===== config.mk =====
export PLATFORM = sky130hd
export DESIGN_NAME = slow_vram_slot_sched
export DESIGN_NICKNAME = d
export VERILOG_FILES = /design/src/rtl/slow_vram_slot_sched.sv
export SDC_FILE = /design/constraint.sdc
export NUM_CORES = 1
export LEC_CHECK = 0
export BUFFER_PORTS_ARGS = -buffer_cell sky130_fd_sc_hd__buf_2
export CORE_UTILIZATION = 40
export CTS_CLUSTER_SIZE = 14
export DETAILED_ROUTE_END_ITERATION = 10
export GPL_ROUTABILITY_DRIVEN = 0
export GPL_TIMING_DRIVEN = 0
export MAX_ROUTING_LAYER = met4
export PLACE_DENSITY = 0.83
export SETUP_SLACK_MARGIN = 0.02
export SLEW_MARGIN = 40
export SYNTH_ARGS = -nofsm -noshare
export SYNTH_HDL_FRONTEND = slang
export SYNTH_SLANG_ARGS = --single-unit

===== constraint.sdc =====
create_clock -name CLK_24M -period 2.34 [get_ports CLK_24M]
set_input_delay 0.117 -clock CLK_24M [delete_from_list [all_inputs] [get_ports CLK_24M]]
set_output_delay 0.117 -clock CLK_24M [all_outputs]
set_load 0.005 [all_outputs]

===== src/rtl/slow_vram_slot_sched.sv =====
// Slot scheduler for the slow VRAM port. It runs a repeating frame of SLOTS slots.
// Each slot is owned by a read channel or by the CPU, and the owner is decided on entry to the slot.
module slow_vram_slot_sched #(
  parameter int AW        = 15,
  parameter int DW        = 16,
  parameter int WIDE      = 0,
  parameter int NCH       = 3,
  parameter int SLOTS     = 8,
  parameter int SLOT_LEN  = 4,
  parameter int CW        = $clog2(NCH + 2),
  parameter logic [SLOTS*CW-1:0] SLOT_MAP = '0,
  parameter int CPU_STEAL = 0
) (
  input  logic                          CLK_24M,
  input  logic                          RESETP,
  input  logic                          SYNC,
  input  logic [NCH-1:0]                CH_EN,
  input  logic [NCH*AW-1:0]             CH_ADDR,
  output logic [NCH*DW*(WIDE+1)-1:0]    CH_DATA,
  output logic [NCH-1:0]                CH_VALID,
  input  logic                          CPU_REQ,
  input  logic                          CPU_WE,
  input  logic [AW-1:0]                 CPU_ADDR,
  input  logic [DW-1:0]                 CPU_WDATA,
  output logic                          CPU_ACK,
  output logic [DW-1:0]                 CPU_RDATA,
  output logic [AW-1:0]                 SVRAM_ADDR,
  output logic [DW-1:0]                 SVRAM_DATA_OUT,
  input  logic [DW*(WIDE+1)-1:0]        SVRAM_DATA_IN,
  output logic                          BOE,
  output logic                          BWE,
  output logic [CW-1:0]                 VRAM_CYCLE,
  output logic [$clog2(SLOTS)-1:0]      SLOT_IDX
);
  localparam int RW = DW * (WIDE + 1);
  localparam int PW = $clog2(SLOT_LEN);
  localparam int SW = $clog2(SLOTS);
  localparam logic [PW-1:0] PH_LAST    = PW'(SLOT_LEN - 1);
  localparam logic [PW-1:0] PH_WE_LAST = PW'(SLOT_LEN - 2);
  localparam logic [SW-1:0] SLOT_LAST  = SW'(SLOTS - 1);
  localparam logic [CW-1:0] CODE_CPU   = CW'(NCH);
  localparam logic [CW-1:0] CODE_IDLE  = CW'(NCH + 1);

  typedef enum logic [1:0] {K_IDLE, K_CH_RD, K_CPU_RD, K_CPU_WR} kind_t;

  logic [PW-1:0]     r_phase, w_phase_nxt;
  logic [SW-1:0]     r_slot, w_slot_nxt;
  kind_t             r_kind, w_kind_nxt, w_dec_kind;
  logic [CW-1:0]     r_owner, w_owner_nxt, w_dec_owner, w_map_code;
  logic [AW-1:0]     r_addr, w_addr_nxt, w_dec_addr;
  logic [DW-1:0]     r_wdata, w_wdata_nxt;
  logic              r_boe, w_boe_nxt, r_bwe, w_bwe_nxt;
  logic [NCH*RW-1:0] r_ch_data, w_ch_data_nxt;
  logic [NCH-1:0]    r_ch_valid, w_ch_valid_nxt;
  logic [DW-1:0]     r_cpu_rdata, w_cpu_rdata_nxt;
  logic              r_cpu_ack, w_cpu_ack_nxt;
  logic              w_last, w_enter0, w_cpu_take, w_done;

  always_comb begin
    w_last      = (r_phase == PH_LAST);
    w_enter0    = SYNC || w_last;
    w_phase_nxt = w_enter0 ? '0 : r_phase + PW'(1);
    if (SYNC)        w_slot_nxt = '0;
    else if (w_last) w_slot_nxt = (r_slot == SLOT_LAST) ? '0 : r_slot + SW'(1);
    else             w_slot_nxt = r_slot;

    w_map_code = CODE_IDLE;
    for (int i = 0; i < SLOTS; i++)
      if (w_slot_nxt == SW'(i)) w_map_code = SLOT_MAP[i*CW +: CW];

    // Owner for the slot being entered; an idle slot keeps the previous address.
    w_dec_kind  = K_IDLE;
    w_dec_owner = CODE_IDLE;
    w_dec_addr  = r_addr;
    w_cpu_take  = (w_map_code == CODE_CPU) && CPU_REQ;
    for (int k = 0; k < NCH; k++) begin
      if (w_map_code == CW'(k)) begin
        if (CH_EN[k]) begin
          w_dec_kind  = K_CH_RD;
          w_dec_owner = CW'(k);
          w_dec_addr  = CH_ADDR[k*AW +: AW];
        end else if (CPU_STEAL != 0) begin
          w_cpu_take = CPU_REQ;
        end
      end
    end
    if (w_cpu_take) begin
      w_dec_kind  = CPU_WE ? K_CPU_WR : K_CPU_RD;
      w_dec_owner = CODE_CPU;
      w_dec_addr  = CPU_ADDR;
    end

    w_kind_nxt  = r_kind;
    w_owner_nxt = r_owner;
    w_addr_nxt  = r_addr;
    w_wdata_nxt = r_wdata;
    if (w_enter0) begin
      w_kind_nxt  = w_dec_kind;
      w_owner_nxt = w_dec_owner;
      w_addr_nxt  = w_dec_addr;
      if (w_cpu_take) w_wdata_nxt = CPU_WDATA;
    end

    w_boe_nxt = !(w_kind_nxt == K_CH_RD || w_kind_nxt == K_CPU_RD);
    // The write strobe skips the first and last phase so that address and data get setup and hold time.
    w_bwe_nxt = !(w_kind_nxt == K_CPU_WR && w_phase_nxt != '0 && w_phase_nxt <= PH_WE_LAST);

    // A slot completes only when it runs to its last phase. A slot cut short by SYNC does not complete.
    w_done          = w_last && !SYNC;
    w_ch_data_nxt   = r_ch_data;
    w_ch_valid_nxt  = '0;
    w_cpu_rdata_nxt = r_cpu_rdata;
    w_cpu_ack_nxt   = 1'b0;
    if (w_done) begin
      case (r_kind)
        K_CH_RD: begin
          for (int k = 0; k < NCH; k++) begin
            if (r_owner == CW'(k)) begin
              w_ch_data_nxt[k*RW +: RW] = SVRAM_DATA_IN;
              w_ch_valid_nxt[k]         = 1'b1;
            end
          end
        end
        K_CPU_RD: begin
          w_cpu_rdata_nxt = SVRAM_DATA_IN[DW-1:0];
          w_cpu_ack_nxt   = 1'b1;
        end
        K_CPU_WR: w_cpu_ack_nxt = 1'b1;
        default:  w_cpu_ack_nxt = 1'b0;
      endcase
    end
  end

  always_ff @(posedge CLK_24M or posedge RESETP) begin
    if (RESETP) begin
      r_phase     <= '0;
      r_slot      <= '0;
      r_kind      <= K_IDLE;
      r_owner     <= CODE_IDLE;
      r_addr      <= '0;
      r_wdata     <= '0;
      r_boe       <= 1'b1;
      r_bwe       <= 1'b1;
      r_ch_data   <= '0;
      r_ch_valid  <= '0;
      r_cpu_rdata <= '0;
      r_cpu_ack   <= 1'b0;
    end else begin
      r_phase     <= w_phase_nxt;
      r_slot      <= w_slot_nxt;
      r_kind      <= w_kind_nxt;
      r_owner     <= w_owner_nxt;
      r_addr      <= w_addr_nxt;
      r_wdata     <= w_wdata_nxt;
      r_boe       <= w_boe_nxt;
      r_bwe       <= w_bwe_nxt;
      r_ch_data   <= w_ch_data_nxt;
      r_ch_valid  <= w_ch_valid_nxt;
      r_cpu_rdata <= w_cpu_rdata_nxt;
      r_cpu_ack   <= w_cpu_ack_nxt;
    end
  end

  assign CH_DATA        = r_ch_data;
  assign CH_VALID       = r_ch_valid;
  assign CPU_ACK        = r_cpu_ack;
  assign CPU_RDATA      = r_cpu_rdata;
  assign SVRAM_ADDR     = r_addr;
  assign SVRAM_DATA_OUT = r_wdata;
  assign BOE            = r_boe;
  assign BWE            = r_bwe;
  assign VRAM_CYCLE     = r_owner;
  assign SLOT_IDX       = r_slot;
endmodule


Word level (Yosys, flattened, before mapping)

Index checks and enable logic that the tools add are counted.

Add/subtract/negate cells: 2
Order comparisons: 1
Equality and inequality tests: 20
Mux-type cells: 42
Reductions and logical operators: 19

Operator list:

| kind                | count |
|---|---|
| $mux 15             | 7 |
| $mux 3              | 20 |
| $eq 3x2->1 const B  | 5 |
| $eq 3x3->1 const B  | 5 |
| $mux 2              | 7 |
| $eq 2x2->1 const B  | 5 |
| $eq 3x1->1 const B  | 3 |
| $logic_not 3->1     | 3 |
| $reduce_and 3->1    | 3 |
| $mux 1              | 8 |
| $eq 2x1->1 const B  | 2 |
| $logic_and 1x1->1   | 4 |
| $reduce_and 2->1    | 2 |
| $add 3x1->3 const B | 1 |
| $logic_not 1->1     | 3 |
| $add 2x1->2 const B | 1 |
| $le 2x2->1 const B  | 1 |
| $logic_or 1x1->1    | 2 |
| $reduce_bool 2->1   | 1 |
| $reduce_or 2->1     | 1 |

Flip-flop bits (word level): 111
Input port bits: 100
Word-level logic and storage cells: 98

Longest topological paths before layout

Gate-level depths: netlist of run 1.

Word-level depth: 25
Depth in mapped cells: 7

Worst setup path before layout of run 1

OpenSTA, ideal clock, no wires.

Kind: register to register
From: reg r_phase[0]
To: reg r_addr[0] (netlist: SVRAM_ADDR[0])
Setup time: 0.125 ns
Arrival time: 1.583 ns
Data required time: 2.215 ns
Setup slack: 0.632 ns
Stages on the path, launching flop included: 6
Buffers on the path: 2
Cell sequence: dfrtp_1 ha_1 clkbuf_8 o21ai_2 buf_2 mux2_2

Word-level cells in the longest chain between the ends: 19
Elaborated cells on any way between the ends: 31
Those cells by class: 11 x eq/ne; 16 x mux; 4 x reduce/logical

RTL lines:

| item                   | line | text |
|---|---|---|
| start, declared        | 46   | `logic [PW-1:0] r_phase, w_phase_nxt;` |
| start signal, assigned | 149  | `r_phase <= w_phase_nxt;` |
| $eq 2x2->1 (*)         | 60   | `w_last = (r_phase == PH_LAST);` |
| $mux 3                 | 64   | `else if (w_last) w_slot_nxt = (r_slot == SLOT_LAST) ? '0 : r_slot + SW'(1);` |
| $mux 3                 | 63   | `if (SYNC) w_slot_nxt = '0;` |
| $logic_not 3->1        | 69   | `if (w_slot_nxt == SW'(i)) w_map_code = SLOT_MAP[i*CW +: CW];` |
| $mux 3 (8 in series)   | 69   |  |
| $logic_not 3->1        | 77   | `if (w_map_code == CW'(k)) begin` |
| $mux 15                | 77   |  |
| $mux 15                | 78   | `if (CH_EN[k]) begin` |
| $mux 15                | 77   |  |
| $mux 15                | 78   |  |
| $mux 15                | 77   |  |
| $mux 15                | 87   | `if (w_cpu_take) begin` |
| end signal, assigned   | 153  | `r_addr <= w_addr_nxt;` |
| end, declared          | 50   | `logic [AW-1:0] r_addr, w_addr_nxt, w_dec_addr;` |

Mark *: on every way between the ends. The rest lies on a longest branch, timed or not.
A chain may end at the register's enable or synchronous reset.

Worst setup path in the final report of run 1

From: reg r_phase[0]
To: reg r_boe (netlist: BOE)

Word-level cells in the longest chain between the ends: 23
Elaborated cells on any way between the ends: 36
Those cells by class: 13 x eq/ne; 17 x mux; 6 x reduce/logical

RTL lines:

| item                                            | line | text |
|---|---|---|
| $eq 2x2->1 (*)                                  | 60   |  |
| $mux 3                                          | 64   |  |
| $mux 3                                          | 63   |  |
| $logic_not 3->1                                 | 69   |  |
| $mux 3 (8 in series)                            | 69   |  |
| $logic_not 3->1                                 | 77   |  |
| $mux 1                                          | 77   |  |
| $mux 2                                          | 78   |  |
| [... 2 more ...]                                | -    |  |
| $mux 2                                          | 77   |  |
| $mux 2                                          | 87   |  |
| $mux 2 (*)                                      | 97   | `if (w_enter0) begin` |
| named net w_kind_nxt[0]                         | 48   | `kind_t r_kind, w_kind_nxt, w_dec_kind;` |
| $eq 2x1->1 / $eq 2x2->1 (equally long branches) | 104  | `w_boe_nxt = !(w_kind_nxt == K_CH_RD \|\| w_kind_nxt == K_CPU_RD);` |
| $logic_or 1x1->1 (*)                            | 104  |  |
| $logic_not 1->1 (*)                             | 104  |  |
| named net w_boe_nxt                             | 52   | `logic r_boe, w_boe_nxt, r_bwe, w_bwe_nxt;` |
| end signal, assigned                            | 155  | `r_boe <= w_boe_nxt;` |
| end, declared                                   | 52   |  |

Mark *: on every way through the listed nets, which the timed path passes. The rest lies on a longest branch.

==> results of run 1 <==
where the power goes:
| group | switching (mW) | total [mW] | internal (mW) | leakage (nW) |
|---|---|---|---|---|
| clock | 0.389 | 0.981 | 0.592 | 0.110 |
| sequential | 0.0585 | 1.19 | 1.14 | 0.766 |
| combinational | 0.166 | 0.421 | 0.255 | 1.31 |
| total | 0.614 | 2.60 | 1.98 | 2.18 |
metrics by stage:
step | power (mW) | std cells | setup WS [ns] | hold slack [ns]
detailed placement | 1.62 | 413 | 0.410 | 0.0994
CTS | 2.63 | 438 | 0.391 | 0.00248
global placement | 1.60 | 412 | 0.0835 | 0.310
floorplan | 1.45 | 247 | 0.632 | 0.195
finish | 2.60 | 438 | 0.399 | 0.0202
global route | 2.73 | 438 | 0.292 | 0.000582
worst max-delay path: cells and delay by family (launching register included):
family                     cells  cell delay [ns]
AOI/OAI and AO/OA              1             0.31
adders and majority gates      2             0.50
buffers and inverters          3             0.55
DFF                            1             0.41
and+or+nand+nor                1             0.11
routing by layer:
layer | share of wire (%) | wire length, um | vias up | global-route usage [%]
li1 | - | - | 866 | -
met1 | 40 | 2110 | 859 | 17.7
met3 | 8.5 | 445 | 8 | 6.42
met4 | 1.2 | 61 | 0 | 5.39
met2 | 50 | 2620 | 99 | 26.0
met5 | 0 | 0 | - | -
flip-flops by register name (all words and copies together) (netlist names), 2 cells and up:
name	flops
CH_DATA	16
CPU_RDATA	16
SVRAM_ADDR	15
SLOT_IDX	3
r_kind	2
r_phase	2
synth_stat cells, drive strengths merged:
master / n
buf: 57
o21ai: 2
nor2b: 2
inv: 4
nand3b: 1
nand2: 4
nor2: 5
nor3b: 1
conb: 1
and3b: 1
clkbuf: 1
dfstp: 3
and2: 2
a21oi: 1
mux2: 47
xnor2: 1
ha: 4
mux2i: 2
dfrtp: 56
nor4b: 1
area by class of cell:
class                   count  share of cell area, %
well taps                  77                   2.54
multi-input cells         126                   25.9
clock buffers              10                   3.36
clock inverters             6                   2.11
inverters                   4                  0.461
repair buffers             98                   14.5
flip-flops and latches     59                   39.0
plain buffers              58                   12.2
path summary, 6_finish.rpt:
| check | startpoint | end | slack, ns |
|---|---|---|---|
| min in group asynchronous | RESETP | SVRAM_ADDR[2] | 0.31 |
| worst min-delay path | CH_ADDR[12] | SVRAM_ADDR[12] | 0.02 |
| worst max register to register | r_phase[0] | BOE | 0.40 |
| worst max-delay path | r_phase[0] | BOE | 0.40 |
| max in group asynchronous | RESETP | BWE | 1.47 |
| worst min register to register | r_phase[0] | r_phase[0] | 0.48 |
kinds of logic (layout without fill, tap and decap cells):
family                   Yosys count  count (layout)
buffers and inverters             62             176
adder cells (fa/ha/maj)            4               4
other                              1              52
AND/OR/NAND/NOR                   17              17
multiplexers                      49              49
XOR/XNOR                           1               1
AO/OA/AOI/OAI                      3               3
flip-flops                        59              59
placed cells by master (no fill, tap or decap), drive strengths merged, types with 3 or more instances in the layout:
cell type,Yosys,final
clkbuf,1,11
nand2,4,4
mux2,47,47
ha,4,4
nor2,5,5
dfrtp,56,56
conb,1,52
buf,57,146
inv,4,4
dfstp,3,3
dlygate4sd3,0,9
clkinv,0,4
==> insert_results.sql, run 1 <==
INSERT INTO impl_metrics (metric_group, metric, value, unit) VALUES
('worst_setup_path', 'worst_ep_required_time', '2.62', 'ns'),
('clock_network', 'clock_latency', '0.33', 'ns'),
('synthesis', 'synth.yosys.seq_area_share', '53.8', '%'),
('final_layout', 'post-route-util', '58.5', '%'),
('clock_network', 'cts_tree', 'done', ''),
('global_route', 'grt_max_degree', '38', ''),
('clock_network', 'cts_bufs_inserted', '9', ''),
('synthesis', 'yosys.area.top_type', 'sky130_fd_sc_hd__dfrtp_1', ''),
('outcome', 'outcome', 'finished with violations', ''),
('synthesis', 'synth.distinct_cells', '27', ''),
('timing', 'report.final.setup_viol', '0', ''),
('final_layout', 'stdcell_area', '0.00380', 'mm2'),
('synthesis', 'syn_area_per_cell', '14.0', 'um2'),
('outcome', 'violations', 'DRC', ''),
('die', 'boundaryPins', '207', ''),
('final_layout', 'antenna_cells_inserted', '0', ''),
('global_route', 'antenna_violations_before_repair', '0', ''),
('routing', 'detail_route.drc_violations', '11', ''),
('clock_network', 'postCtsSetupRepairBufs', '0', ''),
('timing', 'timing.final.crit_period', '1.94', 'ns'),
('worst_setup_path', 'crit_type', 'reg -> reg', ''),
('synthesis', 'synthesis.yosys.warnings', '0', ''),
('timing', 'finalMaxSlewViolations', '0', ''),
('die', 'core_area', '0.00649', 'mm2'),
('timing', 'final.setup.tns', '0', 'ns'),
('worst_setup_path', 'critPathMaxFanout', '10', ''),
('synthesis', 'netlist_top_cells_area', 'sky130_fd_sc_hd__dfrtp_1 (51%), sky130_fd_sc_hd__mux2_2 (15%), sky130_fd_sc_hd__buf_4 (14%)', ''),
('placed_design', 'place_area', '0.00350', 'mm2'),
('routing', 'post_dr_vias_cell', '4.18', ''),
('worst_setup_path', 'critical_path.most_common_cell', 'sky130_fd_sc_hd__ha_1', ''),
('routing', 'ant_nets', '0', ''),
('timing', 'final_hold_viol_count', '0', ''),
('routing', 'routed_wirelength', '5240', 'um'),
('placed_design', 'place_hpwl', '3750', 'um'),
('placed_design', 'total_of_buffers_placed_on_input_and_output_ports', '88', ''),
('synthesis', 'synth_compound_gate_area_share', '0.682', '%'),
('synthesis', 'synth_simple_gate_area_share', '4.41', '%'),
('timing', 'clock-skew-final', '0.0114', 'ns'),
('worst_setup_path', 'timing.critical_path.slowest_cell_delay', '0.41', 'ns'),
('synthesis', 'synth.area.mux_share', '21.5', '%'),
('run', 'max_cap_viol_count', '0', ''),
('clock_network', 'clk_root_buffer_cell', 'sky130_fd_sc_hd__clkbuf_8', ''),
('power_and_ir_drop', 'pwr_density_cell', '683', 'mW/mm2'),
('power_and_ir_drop', 'ir_worst_vdd', '0.411', 'mV'),
('die', 'row_count', '29', ''),
('global_route', 'grt_use_total', '15.9', '%'),
('clock_network', 'htree_levels', '3', ''),
('final_layout', 'flow.area_growth_from_synthesis', '38.1', '%'),
('die', 'floorplan.initialDensity', '42.4', '%'),
('worst_hold_path', 'hold-path-cell-count', '2', ''),
('clock_network', 'clk_slew_on_worst_s_h_paths', '0.07', 'ns'),
('synthesis', 'yosysTopAreaCellShare', '50.9', '%'),
('final_layout', 'num-fill-cells', '557', ''),
('routing', 'drt-pass1-iter-count', '9', ''),
('power_and_ir_drop', 'power_leakage', '2.18', 'nW'),
('clock_network', 'post_cts_resize_count', '0', ''),
('worst_setup_path', 'crit_arrival', '2.22', 'ns'),
('timing', 'max_freq', '0.515', 'GHz'),
('timing', 'rsz0062_at_grt', 'no', ''),
('final_layout', 'multi_input_comb_area', '985', 'um2'),
('synthesis', 'post_synth_fa_ha_maj_area_fraction', '1.82', '%'),
('final_layout', 'layout_cells_sized_above_1', '60.1', '%'),
('synthesis', 'postSynthCellCount', '196', ''),
('global_route', 'overflow', '0', ''),
('routing', 'num_vias', '1832', ''),
('worst_setup_path', 'timing.critical_path.cells', 'ha_1, clkbuf_8, o21ai_2, buf_2, nand2_1, ha_1, inv_1', ''),
('routing', 'wl_per_cell', '12.0', 'um'),
('global_route', 'number_of_global_route_vias_before_repair', '1846', ''),
('final_layout', 'ff_latch_area', '0.00148', 'mm2'),
('global_route', 'grt_pass1_wl', '8470', 'um'),
('synthesis', 'synth-seq-cells', '59', '');
No activity file was read; power rests on OpenSTA's default activity.
==> run 2, diff against run 1 <==
Settings changed: ABC_AREA set to 1, CORE_UTILIZATION 40 to 36, PLACE_DENSITY 0.83 to 0.79.
Clock period 2.34 ns to 1.7 ns, I/O delays scaled along.
==> insert_results.sql, run 2 <==
INSERT INTO impl_metrics (metric_group, metric, value, unit) VALUES
('outcome', 'outcome', 'complete, no violations', ''),
('final_layout', 'stdcell_area', '0.00392', 'mm2'),
('synthesis', 'synth-seq-cells', '59', ''),
('synthesis', 'most_repeated_cell_in_the_gate_level_netlist_after_synthesis', 'sky130_fd_sc_hd__nand2_1', ''),
('power_and_ir_drop', 'power_frac_seq', '47.5', '%'),
('power_and_ir_drop', 'power_leakage', '2.40', 'nW'),
('final_layout', 'antenna_cells_inserted', '0', ''),
('final_layout', 'mostFrequentLayoutCell', 'sky130_fd_sc_hd__nand2_1', ''),
('worst_setup_path', 'timing.critical_path.slowest_cell_delay', '0.39', 'ns'),
('power_and_ir_drop', 'report.power.total', '3.40', 'mW'),
('synthesis', 'yosysTopAreaCellShare', '50.8', '%'),
('power_and_ir_drop', 'power_switching', '0.855', 'mW'),
('power_and_ir_drop', 'p_comb_share', '16.6', '%'),
('clock_network', 'clock_path_buffers', '2', ''),
('global_route', 'overflow', '0', ''),
('timing', 'finalMaxSlewViolations', '0', ''),
('clock_network', 'clk_slew_on_worst_s_h_paths', '0.07', 'ns'),
('power_and_ir_drop', 'pwr-share-clk', '35.9', '%'),
('worst_setup_path', 'crit_arrival', '1.79', 'ns'),
('timing', 'fin_hold_ws', '0.0147', 'ns'),
('routing', 'post_dr_vias_cell', '4.07', ''),
('die', 'die_ht', '89.6', 'um'),
('worst_setup_path', 'critPathMaxFanout', '17', ''),
('final_layout', 'num-fill-cells', '664', ''),
('clock_network', 'clock-sinks', '59', ''),
('synthesis', 'synth.distinct_cells', '19', ''),
('synthesis', 'mappedNetlistArea', '0.00276', 'mm2'),
('die', 'core_area', '0.00733', 'mm2'),
('routing', 'wl_per_cell', '11.2', 'um'),
('timing', 'final.period_utilization', '89.4', '%'),
('final_layout', 'post-route-util', '53.5', '%'),
('synthesis', 'synthesis.yosys.warnings', '0', ''),
('worst_setup_path', 'timing.critical_path.cells', 'ha_2, nor2_4, inv_2, nand2_4, o21ai_1, ha_1, inv_1', ''),
('clock_network', 'cts_tree', 'done', ''),
('final_layout', 'finish.cell_count_without_fillers', '578', ''),
('routing', 'detail_route.drc_violations', '0', ''),
('synthesis', 'synth-edff-count', '0', ''),
('worst_setup_path', 'r2r-start', 'r_phase[0]', ''),
('worst_hold_path', 'hold_path.class', 'in -> reg', ''),
('clock_network', 'clk_root_buffer_cell', 'sky130_fd_sc_hd__clkbuf_8', ''),
('power_and_ir_drop', 'ir_worst_vdd', '0.517', 'mV'),
('clock_network', 'clock_latency', '0.32', 'ns'),
('synthesis', 'syn_area_per_cell', '9.08', 'um2'),
('worst_setup_path', 'crit_start', 'r_phase[0]', ''),
('die', 'die_width', '89.6', 'um'),
('synthesis', 'synthArstFlopShare', '100', '%'),
('die', 'die_area', '0.00802', 'mm2'),
('global_route', 'grt_max_degree', '38', ''),
('timing', 'max_freq', '0.658', 'GHz'),
('timing', 'final_hold_viol_count', '0', ''),
('clock_network', 'htree_levels', '3', ''),
('power_and_ir_drop', 'intPower', '2.54', 'mW'),
('synthesis', 'netlist_top_cells_area', 'sky130_fd_sc_hd__dfrtp_1 (51%), sky130_fd_sc_hd__nand2_1 (16%), sky130_fd_sc_hd__buf_4 (15%)', ''),
('power_and_ir_drop', 'pwr_density_cell', '867', 'mW/mm2'),
('routing', 'num_vias', '2352', ''),
('die', 'boundaryPins', '207', ''),
('timing', 'timing.final.crit_period', '1.52', 'ns'),
('global_route', 'grt_use_total', '17.3', '%'),
('synthesis', 'synth_top_flop_cell', 'sky130_fd_sc_hd__dfrtp_1', ''),
('routing', 'routed_wirelength', '6460', 'um'),
('routing', 'ant_nets', '0', ''),
('die', 'row_count', '31', ''),
('worst_setup_path', 'crit_slowest_cell', 'sky130_fd_sc_hd__dfrtp_1', ''),
('timing', 'rsz0062_at_grt', 'no', ''),
('global_route', 'number_of_global_route_vias_before_repair', '2233', ''),
('die', 'floorplan.initialDensity', '37.7', '%'),
('global_route', 'antenna_violations_before_repair', '0', ''),
('clock_network', 'cts_bufs_inserted', '9', ''),
('synthesis', 'postSynthCellCount', '304', ''),
('global_route', 'grt_pass1_wl', '10100', 'um'),
('worst_setup_path', 'crit_type', 'reg -> reg', ''),
('synthesis', 'synth.cells.most_frequent', 'sky130_fd_sc_hd__nand2_1 (117), sky130_fd_sc_hd__dfrtp_1 (56), sky130_fd_sc_hd__buf_4 (55)', ''),
('worst_setup_path', 'worst_ep_required_time', '1.97', 'ns'),
('placed_design', 'place_hpwl', '4690', 'um'),
('placed_design', 'place_area', '0.00354', 'mm2'),
('final_layout', 'flow.area_growth_from_synthesis', '42.0', '%'),
('final_layout', 'final_cell_mix', 'sky130_fd_sc_hd__nand2_1 (117), sky130_fd_sc_hd__buf_2 (93), sky130_fd_sc_hd__dfrtp_1 (56), sky130_fd_sc_hd__buf_4 (55), sky130_fd_sc_hd__conb_1 (52)', ''),
('synthesis', 'synth.yosys.seq_area_share', '53.6', '%'),
('run', 'max_cap_viol_count', '0', ''),
('power_and_ir_drop', 'power_switching_share', '25.2', '%'),
('routing', 'initial_drc_count', '59', ''),
('routing', 'drt-pass1-iter-count', '4', ''),
('timing', 'clock-skew-final', '0.0103', 'ns'),
('synthesis', 'yosys.area.top_type', 'sky130_fd_sc_hd__dfrtp_1', ''),
('placed_design', 'dp.cells', '544', ''),
('placed_design', 'total_of_buffers_placed_on_input_and_output_ports', '89', ''),
('worst_setup_path', 'startpoint_type', 'flop', ''),
('timing', 'report.final.setup_viol', '0', ''),
('worst_setup_path', 'end_kind', 'flop', ''),
('final_layout', 'layout_cells_sized_above_1', '38.2', '%'),
('worst_hold_path', 'source_of_the_worst_hold_timing_path', 'SVRAM_DATA_IN[9]', ''),
('final_layout', 'final_nets', '578', '');
-- run 2: changes by cell type after synthesis, sizes merged, moves of 2 or more --
cell	previous run	this run
o21ai	2	4
and2	2	0
nor2b	2	0
nor2	5	9
mux2	47	0
nand2	4	119
mux2i	2	0
inv	4	11
nand3	0	35
buf	57	61
-- run 2: kinds of logic after synthesis --
family / count (synthesis) / share of synthesized area, %
flops: 59 / 53.6
buf+inv: 72 / 18.0
simple gates: 163 / 25.4
compound gates: 5 / 1.04
fa+ha+maj: 4 / 1.81
other cells: 1 / 0.136
-- run 2: power groups by stage --
stage	Clock (mW)	Sequential (mW)	Combinational, mW
floorplan	0	1.64	0.291
global placement	0	1.63	0.506
detailed placement	0	1.63	0.530
CTS	1.26	1.61	0.564
global route	1.32	1.63	0.650
finish	1.22	1.61	0.564
-- run 2: layer usage --
layer	GRT usage (%)	vias to the layer above	part of all wire, %
met5	-	-	0
met4	6.64	0	1.3
met3	5.08	12	8.0
met2	28.9	110	50
met1	19.6	1050	41
li1	-	1180	-
-- run 2: what timing repair did --
action | 4_1_cts | 5_1_grt
hold buffers | 18 | 0
endpoints found under the setup margin | 2 | 2
cloned | 0 | 0
setup buffers | 1 | 0
endpoints found under the hold margin | 39 | 0
resized for setup | 2 | 1
pin swaps | 1 | 0
-- run 2: worst max-delay path: cells and delay by family, from the launching register on --
kind                       cells  cell delay (ns)
adders and majority gates      2             0.52
and+or+nand+nor                2             0.30
DFF                            1             0.39
AOI/OAI and AO/OA              1             0.13
buffers and inverters          2             0.12
-- run 2: path summary, 6_finish.rpt --
check | to | slack (ns) | cells past startpoint
worst max-delay path | BOE | 0.18 | 7
worst min-delay path | CH_DATA[9] | 0.01 | 3
worst max register to register | BOE | 0.18 | 7
worst min register to register | CPU_RDATA[8] | 0.47 | 2
max in group asynchronous | CPU_RDATA[1] | 0.94 | 4
min in group asynchronous | SVRAM_ADDR[7] | 0.27 | 3
-- run 2: layout make-up --
type / instances / area (um2) / share of cell area (%)
plain buffers: 60 / 448 / 11.4
well taps: 99 / 124 / 3.16
repair buffers: 109 / 653 / 16.7
multi-input cells: 224 / 982 / 25.1
clock inverters: 2 / 35.0 / 0.894
clock buffers: 14 / 153 / 3.90
flip-flops and latches: 59 / 1480 / 37.8
inverters: 11 / 43.8 / 1.12
-- run 2: per-stage QoR --
step | setup WS, ns | setup TNS (ns)
global route | 0.0358 | 0
floorplan | 0.0715 | 0
detailed placement | -0.163 | -0.247
global placement | -0.509 | -28.56
finish | 0.181 | 0
CTS | 0.0359 | 0
